$ cat src/rtl/cpu_pkg.sv
// Shared definitions for the CPU pipeline: fetch FSM states and fetch constants.
package cpu_pkg;

   localparam logic [31:0] NOP_INSTR        = 32'h0000_0000;
   localparam logic [31:0] RESET_PC_DEFAULT = 32'h0000_0000;
   localparam logic [31:0] WORD_BYTES       = 32'd4;

   typedef enum logic {
      REQ  = 1'b0,
      FULL = 1'b1
   } fetch_state_t;

endpackage

$ cat src/rtl/instruction_fetch_unit.sv
// Fetch stage: owns the PC, fetches words over a req/ready handshake and presents
// one instruction at a time to IF/ID, with stall, redirect/flush and an IF/ID mirror.
module instruction_fetch_unit
   import cpu_pkg::*;
#(
   parameter logic [31:0] RESET_PC = RESET_PC_DEFAULT
) (
   input  logic        Clk,
   input  logic        Reset,
   input  logic        IFIDWrite,
   input  logic        PCSrc,
   input  logic [31:0] BranchTarget,
   output logic        ImemReq,
   output logic [31:0] ImemAddr,
   input  logic        ImemReady,
   input  logic [31:0] ImemRdata,
   output logic [31:0] PCAddResult,
   output logic [31:0] Instruction,
   output logic        FetchValid,
   output logic [31:0] pcback,
   output logic [31:0] instructionback
);

   fetch_state_t state_reg, state_next;
   logic [31:0]  pc_reg, pc_next;
   logic [31:0]  buf_pc4_reg, buf_pc4_next;
   logic [31:0]  buf_inst_reg, buf_inst_next;
   logic [31:0]  pcback_reg, pcback_next;
   logic [31:0]  instback_reg, instback_next;
   logic [31:0]  pc_plus4;

   // The buffer may hold a stale word after FULL->REQ, so presentation is gated by state.
   assign FetchValid      = (state_reg == FULL);
   assign PCAddResult     = FetchValid ? buf_pc4_reg  : 32'h0;
   assign Instruction     = FetchValid ? buf_inst_reg : NOP_INSTR;
   assign ImemAddr        = Reset ? pc_reg : 32'h0;
   assign pcback          = pcback_reg;
   assign instructionback = instback_reg;
   assign pc_plus4        = pc_reg + WORD_BYTES;

   always_comb begin
      state_next    = state_reg;
      pc_next       = pc_reg;
      buf_pc4_next  = buf_pc4_reg;
      buf_inst_next = buf_inst_reg;
      pcback_next   = pcback_reg;
      instback_next = instback_reg;
      ImemReq       = 1'b0;

      if (Reset) begin
         if (state_reg == REQ) begin
            ImemReq = 1'b1;
         end else begin
            ImemReq = IFIDWrite & ~PCSrc;
         end
      end

      if (PCSrc) begin
         // Redirect flushes everything and drops any response arriving this cycle.
         pc_next       = {BranchTarget[31:2], 2'b00};
         buf_pc4_next  = 32'h0;
         buf_inst_next = NOP_INSTR;
         state_next    = REQ;
         pcback_next   = 32'h0;
         instback_next = NOP_INSTR;
      end else begin
         if (IFIDWrite) begin
            pcback_next   = PCAddResult;
            instback_next = Instruction;
         end
         if (ImemReq && ImemReady) begin
            buf_inst_next = ImemRdata;
            buf_pc4_next  = pc_plus4;
            pc_next       = pc_plus4;
            state_next    = FULL;
         end else if (state_reg == FULL && IFIDWrite) begin
            state_next = REQ;
         end
      end
   end

   always_ff @(posedge Clk) begin
      if (!Reset) begin
         state_reg    <= REQ;
         pc_reg       <= RESET_PC;
         buf_pc4_reg  <= 32'h0;
         buf_inst_reg <= NOP_INSTR;
         pcback_reg   <= 32'h0;
         instback_reg <= NOP_INSTR;
      end else begin
         state_reg    <= state_next;
         pc_reg       <= pc_next;
         buf_pc4_reg  <= buf_pc4_next;
         buf_inst_reg <= buf_inst_next;
         pcback_reg   <= pcback_next;
         instback_reg <= instback_next;
      end
   end

endmodule

$ cat config.mk
export PLATFORM = sky130hd
export DESIGN_NAME = instruction_fetch_unit
export DESIGN_NICKNAME = d
export VERILOG_FILES = /design/src/rtl/cpu_pkg.sv /design/src/rtl/instruction_fetch_unit.sv
export SDC_FILE = /design/constraint.sdc
export NUM_CORES = 1
export LEC_CHECK = 0
export ABC_AREA = 1
export CAP_MARGIN = 10
export CORE_MARGIN = 5
export CORE_UTILIZATION = 46
export DETAILED_ROUTE_END_ITERATION = 10
export PLACE_DENSITY = 0.82
export SLEW_MARGIN = 10
export SYNTH_ARGS = -nofsm -noshare
export SYNTH_HDL_FRONTEND = slang
export SYNTH_SLANG_ARGS = --single-unit
$ cat constraint.sdc
create_clock -name Clk -period 1.5 [get_ports Clk]
set_input_delay 0.225 -clock Clk [delete_from_list [all_inputs] [get_ports Clk]]
set_output_delay 0.225 -clock Clk [all_outputs]
set_load 0.01 [all_outputs]
==> impl_metrics.env <==
export IMPL_period_share=1.24
export IMPL_holdWs_ps=299
export IMPL_start_util=0.463
export IMPL_drc=0
export IMPL_grt_total_usage=0.277
export IMPL_power_share_clock=0.438
export IMPL_place_area_sq_um=9820
export IMPL_numClockSinks=155
export IMPL_drtIter0Drc=1222
export IMPL_htreeDepth=4
export IMPL_power_density_nw_per_um2=829
export IMPL_numCtsBuffers=17
export IMPL_power_leakage_nw=6.73
export IMPL_synthMostInstantiatedCell="nand2_1"
export IMPL_die_area_sq_um=17700
export IMPL_ir_drop_v=0.00102
export IMPL_path_clk_slew_ps=70
export IMPL_end_kind="flip-flop"
export IMPL_hold_violations=0
export IMPL_power_total_mw=10.6
export IMPL_p_comb_frac=0.147
export IMPL_setup_viol=168
export IMPL_finalNonFillerCells=1551
export IMPL_syn_area_sq_um=6950
export IMPL_wl_um=35400
export IMPL_crit_fanout=5
export IMPL_fmax_ghz=0.537
export IMPL_nets=1420
export IMPL_seqPwrFrac=0.415
export IMPL_timing_final_ws_setup_ps=-362
export IMPL_relSlewSlack=0.604
export IMPL_grt_pass1_wl_um=39600
export IMPL_ys_seq_area_frac=0.446
export IMPL_viasPerCell=6.02
export IMPL_fp_coreArea_sq_um=15000
export IMPL_top_usage_layer="met2"
export IMPL_final_area_sq_um=12800
export IMPL_worst_endpoint_arrival_ps=2170
export IMPL_io_pins=231
export IMPL_postLayoutCoreUtil=0.850
export IMPL_syn_to_final_growth_pct=83.8
export IMPL_synth_area_leaders="dfxtp_1, nand2_1, inv_1"
export IMPL_p_int_mw=7.64
export IMPL_status="complete, but fails checks"
export IMPL_antenna_left=0
export IMPL_p_sw_mw=2.95
export IMPL_tightest_slew_ps=594
export IMPL_dp_slack_ps=-396
export IMPL_use_met1=0.325
export IMPL_port_buffers=222
export IMPL_hpwl_um=15500
export IMPL_grtUsageMet3=0.0601
export IMPL_synth_top_area_cell="dfxtp_1"
export IMPL_clock_latency_ps=450
export IMPL_synth_edf_count=0
export IMPL_dr_pass1_iters=7
export IMPL_final_max_slew_violation_count=0
export IMPL_fin_skew_ps=14.4
export IMPL_setup_tns_ps=-22660
export IMPL_root_buffer="clkbuf_16"
export IMPL_yosysTopAreaCellShare=0.446
export IMPL_overflow=0
export IMPL_critical_path_required_ps=1810
export IMPL_p_sw_frac=0.279
export IMPL_rows=45
export IMPL_ctsLongestPathBuffers=2
export IMPL_dp_cells=1442
export IMPL_synthCells=1019
export IMPL_failed_checks="negative setup slack"
export IMPL_grt_pass1_vias=7898
export IMPL_postSynthAreaPerCell_sq_um=6.82
export IMPL_use_met2=0.481
export IMPL_antenna_found_initial=1
export IMPL_rsz0062_at_grt="true"
export IMPL_hold_path_class="in2reg"
export IMPL_synth_cell_types=29
export IMPL_fp_dieH_um=133
export IMPL_critPathKind="reg2reg"
export IMPL_die_w_um=133
export IMPL_ys_ff_latch=155
export IMPL_drive_above_1_share=0.412
export IMPL_cts_tree="done"
export IMPL_fin_crit_ps=1860
export IMPL_worstSetupStartpointType="flip-flop"
export IMPL_async_reset_ff_frac=0
export IMPL_ys_top_cells_by_count="nand2_1, dfxtp_1, inv_1, a21oi_1, nand3_1"
export IMPL_grt_max_degree=125
export IMPL_maxCapViolations=0
export IMPL_wl_per_cell_um=22.8
export IMPL_place_gp_congestion=0.926
export IMPL_yosysWarnings=0
export IMPL_num_vias=9334
export IMPL_synth_flop_cell="dfxtp_1"
routing by layer:
| metal | part of all wire | routed length (um) |
|---|---|---|
| met3 | 0.11 | 4000 |
| met2 | 0.46 | 16300 |
| met1 | 0.33 | 11800 |
| met4 | 0.095 | 3350 |
| met5 | 0 | 0 |
final timing paths:
check / start / depth (start not counted) / endpoint / slack, ps
min reg2reg: buf_pc4_reg[4] / 2 / buf_pc4_reg[4] / 470
max reg2reg: pc_reg[2] / 9 / buf_pc4_reg[16] / -360
min: IFIDWrite / 6 / FetchValid / 300
max: pc_reg[2] / 9 / buf_pc4_reg[16] / -360
area by class of cell:
| cell class | instances | area (sq um) |
|---|---|---|
| Clock inverter | 12 | 163 |
| Fill cell | 668 | 2260 |
| Clock buffer | 19 | 443 |
| Tap cell | 188 | 235 |
| Sequential cell | 155 | 3150 |
| Multi-Input combinational cell | 657 | 4270 |
| Antenna cell | 1 | 2.50 |
| Inverter | 146 | 568 |
| Timing Repair Buffer | 373 | 3950 |
worst max-delay path, stage by stage, from the launching register on:
cell,delay (ps)
dfxtp_2,390
ha_4,170
nand2_4,70
nor2_4,200
nand3_4,180
buf_6,170
nor2_4,140
nand2_1,110
o211ai_1,140
nand2_1,150
cells in the final DEF (no fill, tap or decap), types with 7 or more instances in the layout:
cell type / instances
nand2_1: 188
dfxtp_1: 128
inv_1: 100
nand2_4: 77
dlygate4sd2_1: 77
buf_4: 76
buf_6: 76
o21ai_0: 64
clkdlybuf4s50_1: 64
a21oi_1: 61
nand3_1: 59
inv_2: 42
nand2_2: 38
a21oi_2: 33
nor2_1: 27
clkbuf_16: 26
buf_12: 24
nand3_2: 22
dfxtp_2: 20
o21ai_2: 15
nand3_4: 14
clkdlybuf4s15_2: 14
nor2_4: 11
clkdlybuf4s15_1: 10
o211ai_2: 9
nor2_2: 9
buf_2: 9
buf_8: 8
dfxtp_4: 7
timing repair:
action / 4_1_cts / 5_1_grt
endpoints found under the setup margin: 183 / 175
hold buffers: 0 / 0
pin swaps: 10 / 76
setup buffers: 49 / 25
gates resized for setup: 557 / 357
gates cloned: 5 / 11
logic make-up (layout without fill, tap and decap cells):
| family | Yosys count | count (layout) | synth area share |
|---|---|---|---|
| buffers and inverters | 212 | 550 | 0.127 |
| xor gates and xnor gates | 4 | 4 | 0.00504 |
| other | 1 | 7 | 0.000539 |
| DFF | 155 | 155 | 0.446 |
| AOI/OAI and AO/OA | 190 | 190 | 0.148 |
| adders and majority gates | 1 | 1 | 0.00180 |
| and+or+nand+nor | 456 | 456 | 0.271 |
power groups by stage:
| stage | clock network [mW] | registers (mW) | logic [mW] |
|---|---|---|---|
| 6_report | 4.64 | 4.40 | 1.55 |
| 5_1_grt | 4.80 | 4.41 | 1.61 |
| 3_3_place_gp | 0 | 4.43 | 1.05 |
| 3_5_place_dp | 0 | 4.43 | 1.07 |
| 4_1_cts | 4.50 | 4.36 | 1.17 |
| 2_1_floorplan | 0 | 4.44 | 0.478 |
(Power assumes the default switching activity.)
